===== src/rtl/uart_tx_arbiter.sv =====
// Round-robin arbiter that lets N_REQ requesters share one UART transmitter.
// Optional launch timeout is enabled by defining UART_ARB_TIMEOUT_EN.
module uart_tx_arbiter #(
  parameter int N_REQ   = 4,
  parameter int DATA_W  = 8,
  parameter int TIMEOUT = 16
) (
  input  logic                       clk,
  input  logic                       reset,
  input  logic [N_REQ-1:0]           req_valid,
  input  logic [N_REQ*DATA_W-1:0]    req_data,
  input  logic [N_REQ-1:0]           req_par_en,
  input  logic [N_REQ-1:0]           req_par_typ,
  output logic [N_REQ-1:0]           req_ready,
  output logic                       DATA_VALID,
  output logic [DATA_W-1:0]          P_DATA,
  output logic                       PAR_EN,
  output logic                       PAR_TYP,
  input  logic                       Busy,
  output logic [$clog2(N_REQ)-1:0]   grant_id,
  output logic                       arb_busy,
  output logic                       timeout_err
);

  localparam int ID_W = $clog2(N_REQ);

  typedef enum logic [1:0] {IDLE, LAUNCH, WAIT_HI, WAIT_LO} state_t;

  state_t              state_q, state_d;
  logic [ID_W-1:0]     last_grant_q, last_grant_d;
  logic [ID_W-1:0]     grant_id_q, grant_id_d;
  logic [DATA_W-1:0]   data_q, data_d;
  logic                par_en_q, par_en_d;
  logic                par_typ_q, par_typ_d;

  logic                win_found;
  logic [ID_W-1:0]     win_idx;
  logic                accept;
  int                  cand;

`ifdef UART_ARB_TIMEOUT_EN
  localparam int CNT_W = $clog2(TIMEOUT + 1);
  logic [CNT_W-1:0]    cnt_q, cnt_d;
`endif

  // Search starts just after the last owner so every held request wins within N_REQ frames
  always_comb begin
    win_found = 1'b0;
    win_idx   = '0;
    cand      = 0;
    for (int k = 1; k <= N_REQ; k++) begin
      cand = int'(last_grant_q) + k;
      if (cand >= N_REQ) cand = cand - N_REQ;
      if (!win_found && req_valid[cand]) begin
        win_found = 1'b1;
        win_idx   = ID_W'(cand);
      end
    end
  end

  // Qualified by reset so no accept pulse leaks out while reset is held low
  assign accept = (state_q == IDLE) && win_found && !Busy && reset;

  always_comb begin
    state_d      = state_q;
    last_grant_d = last_grant_q;
    grant_id_d   = grant_id_q;
    data_d       = data_q;
    par_en_d     = par_en_q;
    par_typ_d    = par_typ_q;
    timeout_err  = 1'b0;
`ifdef UART_ARB_TIMEOUT_EN
    cnt_d        = cnt_q;
`endif
    case (state_q)
      IDLE: begin
        if (accept) begin
          grant_id_d = win_idx;
          data_d     = req_data[win_idx*DATA_W +: DATA_W];
          par_en_d   = req_par_en[win_idx];
          par_typ_d  = req_par_typ[win_idx];
          state_d    = LAUNCH;
        end
      end
      LAUNCH: begin
        state_d = WAIT_HI;
`ifdef UART_ARB_TIMEOUT_EN
        cnt_d   = '0;
`endif
      end
      WAIT_HI: begin
        if (Busy) begin
          state_d = WAIT_LO;
        end
`ifdef UART_ARB_TIMEOUT_EN
        else if (cnt_q == CNT_W'(TIMEOUT - 1)) begin
          // Transmitter never picked up the frame; give the slot to the next requester
          timeout_err  = 1'b1;
          last_grant_d = grant_id_q;
          state_d      = IDLE;
        end else begin
          cnt_d = cnt_q + 1'b1;
        end
`endif
      end
      WAIT_LO: begin
        if (!Busy) begin
          last_grant_d = grant_id_q;
          state_d      = IDLE;
        end
      end
      default: state_d = IDLE;
    endcase
  end

  always_ff @(posedge clk or negedge reset) begin
    if (!reset) begin
      state_q      <= IDLE;
      last_grant_q <= ID_W'(N_REQ - 1);
      grant_id_q   <= '0;
      data_q       <= '0;
      par_en_q     <= 1'b0;
      par_typ_q    <= 1'b0;
    end else begin
      state_q      <= state_d;
      last_grant_q <= last_grant_d;
      grant_id_q   <= grant_id_d;
      data_q       <= data_d;
      par_en_q     <= par_en_d;
      par_typ_q    <= par_typ_d;
    end
  end

`ifdef UART_ARB_TIMEOUT_EN
  always_ff @(posedge clk or negedge reset) begin
    if (!reset) begin
      cnt_q <= '0;
    end else begin
      cnt_q <= cnt_d;
    end
  end
`endif

  assign req_ready  = accept ? (N_REQ'(1) << win_idx) : '0;
  assign grant_id   = accept ? win_idx : grant_id_q;
  assign DATA_VALID = (state_q == LAUNCH);
  assign arb_busy   = (state_q != IDLE);
  assign P_DATA     = data_q;
  assign PAR_EN     = par_en_q;
  assign PAR_TYP    = par_typ_q;

endmodule


===== config.mk =====
export PLATFORM = sky130hd
export DESIGN_NAME = uart_tx_arbiter
export DESIGN_NICKNAME = d
export VERILOG_FILES = /design/src/rtl/uart_tx_arbiter.sv
export SDC_FILE = /design/constraint.sdc
export NUM_CORES = 1
export LEC_CHECK = 0
export ABC_AREA = 1
export ABC_CLOCK_PERIOD_IN_PS = 1800
export CAP_MARGIN = 15
export CORE_UTILIZATION = 38
export CTS_CLUSTER_SIZE = 28
export DETAILED_ROUTE_END_ITERATION = 16
export PLACE_DENSITY = 0.86
export SYNTH_ARGS = -nofsm -noshare
export SYNTH_HDL_FRONTEND = slang
export SYNTH_SLANG_ARGS = --single-unit

===== constraint.sdc =====
create_clock -name clk -period 1.8 [get_ports clk]
set_input_delay 0.27 -clock clk [delete_from_list [all_inputs] [get_ports clk]]
set_output_delay 0.27 -clock clk [all_outputs]
set_load 0.01 [all_outputs]

== After elaboration in Yosys (flattened, before gate mapping) ==
Index checks and enable logic that the tools add are counted.
Operators by class
  add/subtract/negate cells: 8
  multiply operators: 0
  div/mod/pow operators: 0
  magnitude comparators: 9
  equal/unequal tests: 6
  shift operators: 2
  mux-type cells: 34
  bitwise operators: 1
  reduce and logical (&&, ||, !) cells: 15
Operator list (count)
  32-bit by 4-bit < comparator with 1-bit output, second input constant: 4
  32-bit two-way mux: 4
  32-bit by 6-bit indexed part select with 8-bit output: 1
  2-bit two-way mux: 8
  1-bit two-way mux: 14
  1-bit binary-select mux with 2-bit select: 6
  3-bit by 3-bit subtractor with 4-bit output, second input constant: 3
  3-bit greater-or-equal comparator, second input constant: 3
  2-bit case mux with 4 select lines: 1
  2-bit by 2-bit adder with 3-bit output, second input constant: 2
  1-bit logical AND: 6
  2-bit inequality test, second input constant: 3
  4-bit by 3-bit subtractor with 5-bit output, second input constant: 1
  2-bit by 3-bit adder with 4-bit output, second input constant: 1
  2-bit equality test, second input constant: 2
  4-bit by 3-bit greater-or-equal comparator with 1-bit output, second input constant: 1
  1-bit zero test: 4
  4-bit two-way mux: 1
  2-bit AND reduction: 2
  1-bit by 2-bit << shifter with 4-bit output, first input constant: 1
  2-bit by 1-bit adder with 3-bit output, second input constant: 1
  2-bit by 3-bit < comparator with 1-bit output, second input constant: 1
  3-bit AND reduction: 1
  2-bit by 1-bit equality test with 1-bit output, second input constant: 1
  other kinds (3): 3
Storage, ports and cells
  register bits after elaboration: 16
  bits in latches: 0
  bits in writable memories: 0
  bits in read-only memories: 0
  input bits: 47
  output and inout port bits: 19
  logic and storage cells: 81
  memories kept: 0

== Logic depth before layout (Yosys ltp) ==
  word-level depth: 21
  gate-level depth with buffers: 17
  mapped depth without buffers: 15

== Least setup slack after synthesis ==
Ideal clock, no wire load.
  path type: reg-to-output
  start: register last_grant_q[0]
  end: output port req_ready[1]
  data arrival time: 1.804 ns
  data required time: 1.530 ns
  slack: -0.274 ns
  cell stages (with the launch flop): 11
  path buffers: 2
  path through: dfstp_2 -> buf_6 -> nand2_1 -> nand2_2 -> nand2_1 -> nand2_1 -> clkinv_1 -> nand3_4 -> nand4_4 -> buf_2 -> nor3_1
Between the ends
  longest elaborated chain between the ends: 20
  elaborated cells between the ends (all ways): 47
  those cells by class: add/sub (8); order compare (4); shift (1); mux (25); reduce/logical (9)
RTL lines
  start: declaration: RTL line 30  | logic [ID_W-1:0] last_grant_q, last_grant_d;
  start signal: assignment: RTL line 119  | last_grant_q <= ID_W'(N_REQ - 1);
  start signal: assignment: RTL line 126  | last_grant_q <= last_grant_d;
  2-bit by 1-bit adder with 3-bit output: RTL line 52  | cand = int'(last_grant_q) + k;
  3-bit by 3-bit subtractor with 4-bit output or 3-bit greater-or-equal comparator (tied branches): RTL line 53  | if (cand >= N_REQ) cand = cand - N_REQ;
  32-bit two-way mux: RTL line 53
  1-bit binary-select mux with 2-bit select: RTL line 54  | if (!win_found && req_valid[cand]) begin
  1-bit two-way mux (not written as such) (2 in series): RTL line 54
  1-bit two-way mux: RTL line 54
  1-bit zero test: RTL line 54
  1-bit logical AND: RTL line 54
  1-bit two-way mux: RTL line 54
  1-bit zero test: RTL line 54
  1-bit logical AND: RTL line 54
  1-bit two-way mux: RTL line 54
  1-bit zero test: RTL line 54
  1-bit logical AND: RTL line 54
  1-bit two-way mux: RTL line 54
  1-bit logical AND (3 in series): RTL line 62  | assign accept = (state_q == IDLE) && win_found && !Busy && reset;
  4-bit two-way mux (*): RTL line 144  | assign req_ready = accept ? (N_REQ'(1) << win_idx) : '0;
  end: declaration: RTL line 14  | output logic [N_REQ-1:0] req_ready,
Every way passes the cells marked *; elsewhere a longest branch is shown, timed or not. The select of a mux whose other input is x is not followed.

== Worst setup path in the final report ==
  start: register last_grant_q[0]
  end: output port grant_id[1]
Between the ends
  longest elaborated chain between the ends: 20
  elaborated cells between the ends (all ways): 46
  those cells by class: add/sub (8); order compare (4); mux (25); reduce/logical (9)
RTL lines
  2-bit by 1-bit adder with 3-bit output: RTL line 52
  3-bit by 3-bit subtractor with 4-bit output or 3-bit greater-or-equal comparator (tied branches): RTL line 53
  32-bit two-way mux: RTL line 53
  1-bit binary-select mux with 2-bit select: RTL line 54
  1-bit two-way mux (not written as such) (2 in series): RTL line 54
  1-bit two-way mux: RTL line 54
  1-bit zero test: RTL line 54
  1-bit logical AND: RTL line 54
  1-bit two-way mux: RTL line 54
  1-bit zero test: RTL line 54
  1-bit logical AND: RTL line 54
  1-bit two-way mux: RTL line 54
  1-bit zero test: RTL line 54
  1-bit logical AND: RTL line 54
  1-bit two-way mux: RTL line 54
  1-bit logical AND (3 in series): RTL line 62
  2-bit two-way mux (*)
  end: declaration: RTL line 20  | output logic [$clog2(N_REQ)-1:0] grant_id,
Marks and branches as above.

==> summary.md <==
| Metric | Value |
|---|---|
| WL final | a little over 5 mm |
| Slew Viols, Final | 0 |
| Nets | a little under 400 |
| Input/output buffers | 64 |
| R2R depth | 13 |
| Commonest non-fill, non-tap cell in the layout | clkdlybuf4s50_1 |
| Synth async-reset ratio | 100% |
| Non-Filler Instances | 388 |
| CP peak stage delay | between 600 and 700 ps |
| Ys flop type | dfrtp_1 |
| Clk slew on worst S/H paths | 70 ps |
| Critical path's top delay family | flip-flops |
| R2R Setup Slk | -500 ps |
| Die X | 65.3 um |
| Post-CTS Hold Buffers | 0 |
| Core area | 3740 um^2 |
| Fin area | 2770 um^2 |
| Switching Share | 49.1% |
| Dpl cell area | 2400 um^2 |
| Levels on crit path | 10 |
| Number of H-tree levels | 1 |
| Warnings, synthesis | 0 |
| Final clock skew | 4.09 ps |
| Clk root buf | clkbuf_8 |
| Placed instance count | approximately 370 |
| Most frequent cells in the layout | clkdlybuf4s50_1, nand2_1, inv_1 |
| Status | finished with violations |
| Worst EP required | about 1500 ps |
| Post-DRT Antenna Nets | 0 |
| Vias in the first global route | 1748 |
| Initial antenna violation count | 0 |
| Achievable Freq | 408 MHz |
| Gpl congestion | 0.858 |
| Setup crit end | grant_id[1] |
| Initial Utilization | 40.7% |
| RSZ-0062 raised after global routing | yes |
| Detailed placement HPWL | 3.28 mm |
| Failing checks | negative setup slack |
| Peak VDD IR | ~1.1 mV |
| Worst-path maximum fanout | 5 |
| Post-route setup TNS | -9250 ps |
| Largest net degree at the start of global routing | 33 |
| Fraction of layout cells with a size suffix above 1 | 35.9% |
| Cell Chain, Critical Path | buf_4 > nand2_2 > nand3_2 > nand2_2 > o21ai_2 > nand2_2 > a21oi_4 > nor2_4 > a21oi_2 > buf_2 |
| Initial DRC Count | 58 |
| Final Hold Viols | 0 |
| Crit. End Element | output port |
| CP startpoint | last_grant_q[0] |
| DRT Pass-1 Iters | 4 |
| Clock group share of total power | 6.3% |
| Critical R2R Capture | P_DATA[3] |
| Bufs on Longest Clock Path | 2 |
| Sequential power share | 13.2% |
| CP Buf/Inv Count | 2 |
| Die Y | 65.3 um |
| Pwr/cell area | 1860 nW/um^2 |
| Syn Nets | 287 |
| WL per Instance | about 13 um |
| CP max-delay cell | dfstp_2 |
| Final core occ | 74.1% |
| Antenna fix cells | 0 |
| Register area share after synthesis | 26.4% |
| Congestion Overflow GR | 0 |
| Distinct cells, synth | 30 |
| Cell internal pwr | 2.62 mW |
| # rows | 22 |
| Area growth from synthesis to layout | 81.9% |
| Critical Path Most Common Cell | nand2_2 |
| GRT Total Usage | 22.7% |
| DIE AREA | approximately 4300 um^2 |
| Leakage power | 1.42 nW |
| WP data arrival | ~2200 ps |
| Cell Area, Synth | 1520 um^2 |
| RR Startpoint | last_grant_q[0] |
| EDFF count, synth | 0 |
| CP Launch Type | flip-flop |
| Endpoints failing setup | 20 |
| Combinational share of power | between 80% and 90% |
| Final worst-path cycle share | 136% |
| Fin crit period | 2450 ps |
| Clk_lat worst skew | 250 ps |
| Crit path kind | flip-flop to output port |
| TritonCTS clock tree | built |
| MaxCap Viol Count | 0 |
| Total power | 5.15 mW |
| Post-detailed-route via-to-cell ratio | 4.79 |
| Post-layout worst setup margin | -650 ps |
| Flops & latches, synth | 16 |
| Switching power | around 2.5 mW |
| Mean Syn Cell Area | 6.48 um^2 |
| Clock sink count | 16 |
| Type of the tightest min-delay check | primary input to asynchronous set/reset pin |
| Top-Level Pins | 66 |
| # DRC | 0 |
| Fill cell count | approximately 290 |
| First-pass GRT wire length | ~7.6 mm |
| CTS buffer count | 3 |
| Via count | approximately 1900 |
| Post-Synthesis Cells | 235 |
## power by group through the flow
stage	sequential [mW]	clock [mW]	combinational [mW]
CTS	0.672	0.322	3.69
detailed placement	0.677	0	3.27
global placement	0.674	0	3.19
finish	0.682	0.325	4.15
floorplan	0.698	0	2.20
global route	0.699	0.349	4.49
## registers in the layout (all words and copies together), names as in the netlist
signal and flops:
state_q 2, grant_id_q 2, last_grant_q 2, P_DATA 8, PAR_TYP 1, PAR_EN 1
## Yosys cell counts, types with 2 or more instances
library cell | count | area (um^2)
buf_6 | 3 | 33.8
nor2_2 | 3 | 18.8
a21oi_1 | 3 | 15.0
nand3_1 | 40 | 200
nor2_1 | 5 | 18.8
or2_1 | 6 | 37.5
dfrtp_1 | 14 | 350
buf_4 | 2 | 15.0
nand2_4 | 4 | 45.0
o21a_1 | 2 | 15.0
or2_0 | 3 | 18.8
nand2_2 | 9 | 56.3
nor3_1 | 2 | 10.0
or2_2 | 3 | 18.8
inv_1 | 38 | 143
dfstp_2 | 2 | 52.6
ha_1 | 5 | 62.6
o21ai_1 | 4 | 20.0
nand2_1 | 74 | 278
inv_2 | 3 | 11.3
## through the flow
stage	hold WS, ps	worst slack [ps]
final	479	-650
after global placement	464	-773
after floorplan	-25.6	-237
after global routing	499	-721
after detailed placement	473	-788
after CTS	474	-554
## timing repair
item | in CTS | in global routing
buffers inserted | 14 | 7
pin swaps | 20 | 22
endpoints found under the setup margin | 21 | 21
gates resized for setup | 56 | 28
## cell families (layout without fill, tap and decap cells)
group / count (synthesis) / after routing / synth area share (%)
multiplexers: 1 / 1 / 0.657
other: 1 / 1 / 0.246
AND/OR/NAND/NOR: 152 / 152 / 49.9
adder cells (fa/ha/maj): 5 / 5 / 4.11
AO/OA/AOI/OAI: 11 / 11 / 4.19
buffers and inverters: 49 / 154 / 14.4
flip-flops: 16 / 16 / 26.4
## metal layers
layer	global-route usage, %	share of wire, %	up-vias
met5	0	0	-
met4	9.51	3.9	0
met3	3.13	5.9	20
met2	41.1	48	69
met1	26.4	42	839
li1	-	-	929
## worst min path at each step
stage / start / end / slack (ps) / cells after the start
floorplan: reset / PAR_EN / -30 / 0
global placement: P_DATA[7] / P_DATA[7] / 460 / 2
detailed placement: P_DATA[0] / P_DATA[0] / 470 / 2
CTS: reset / P_DATA[6] / 470 / 2
global route: reset / PAR_EN / 500 / 2
finish: reset / PAR_EN / 480 / 2
## cell type report
type / instances / area [um^2] / area share (%)
well taps: 48 / 60.1 / 2.17
repair buffers: 107 / 965 / 34.8
flip-flops and latches: 16 / 403 / 14.5
multi-input cells: 170 / 1110 / 40.0
inverters: 43 / 181 / 6.54
clock buffers: 4 / 55.1 / 1.99
No activity file was read; power rests on OpenSTA's default activity.
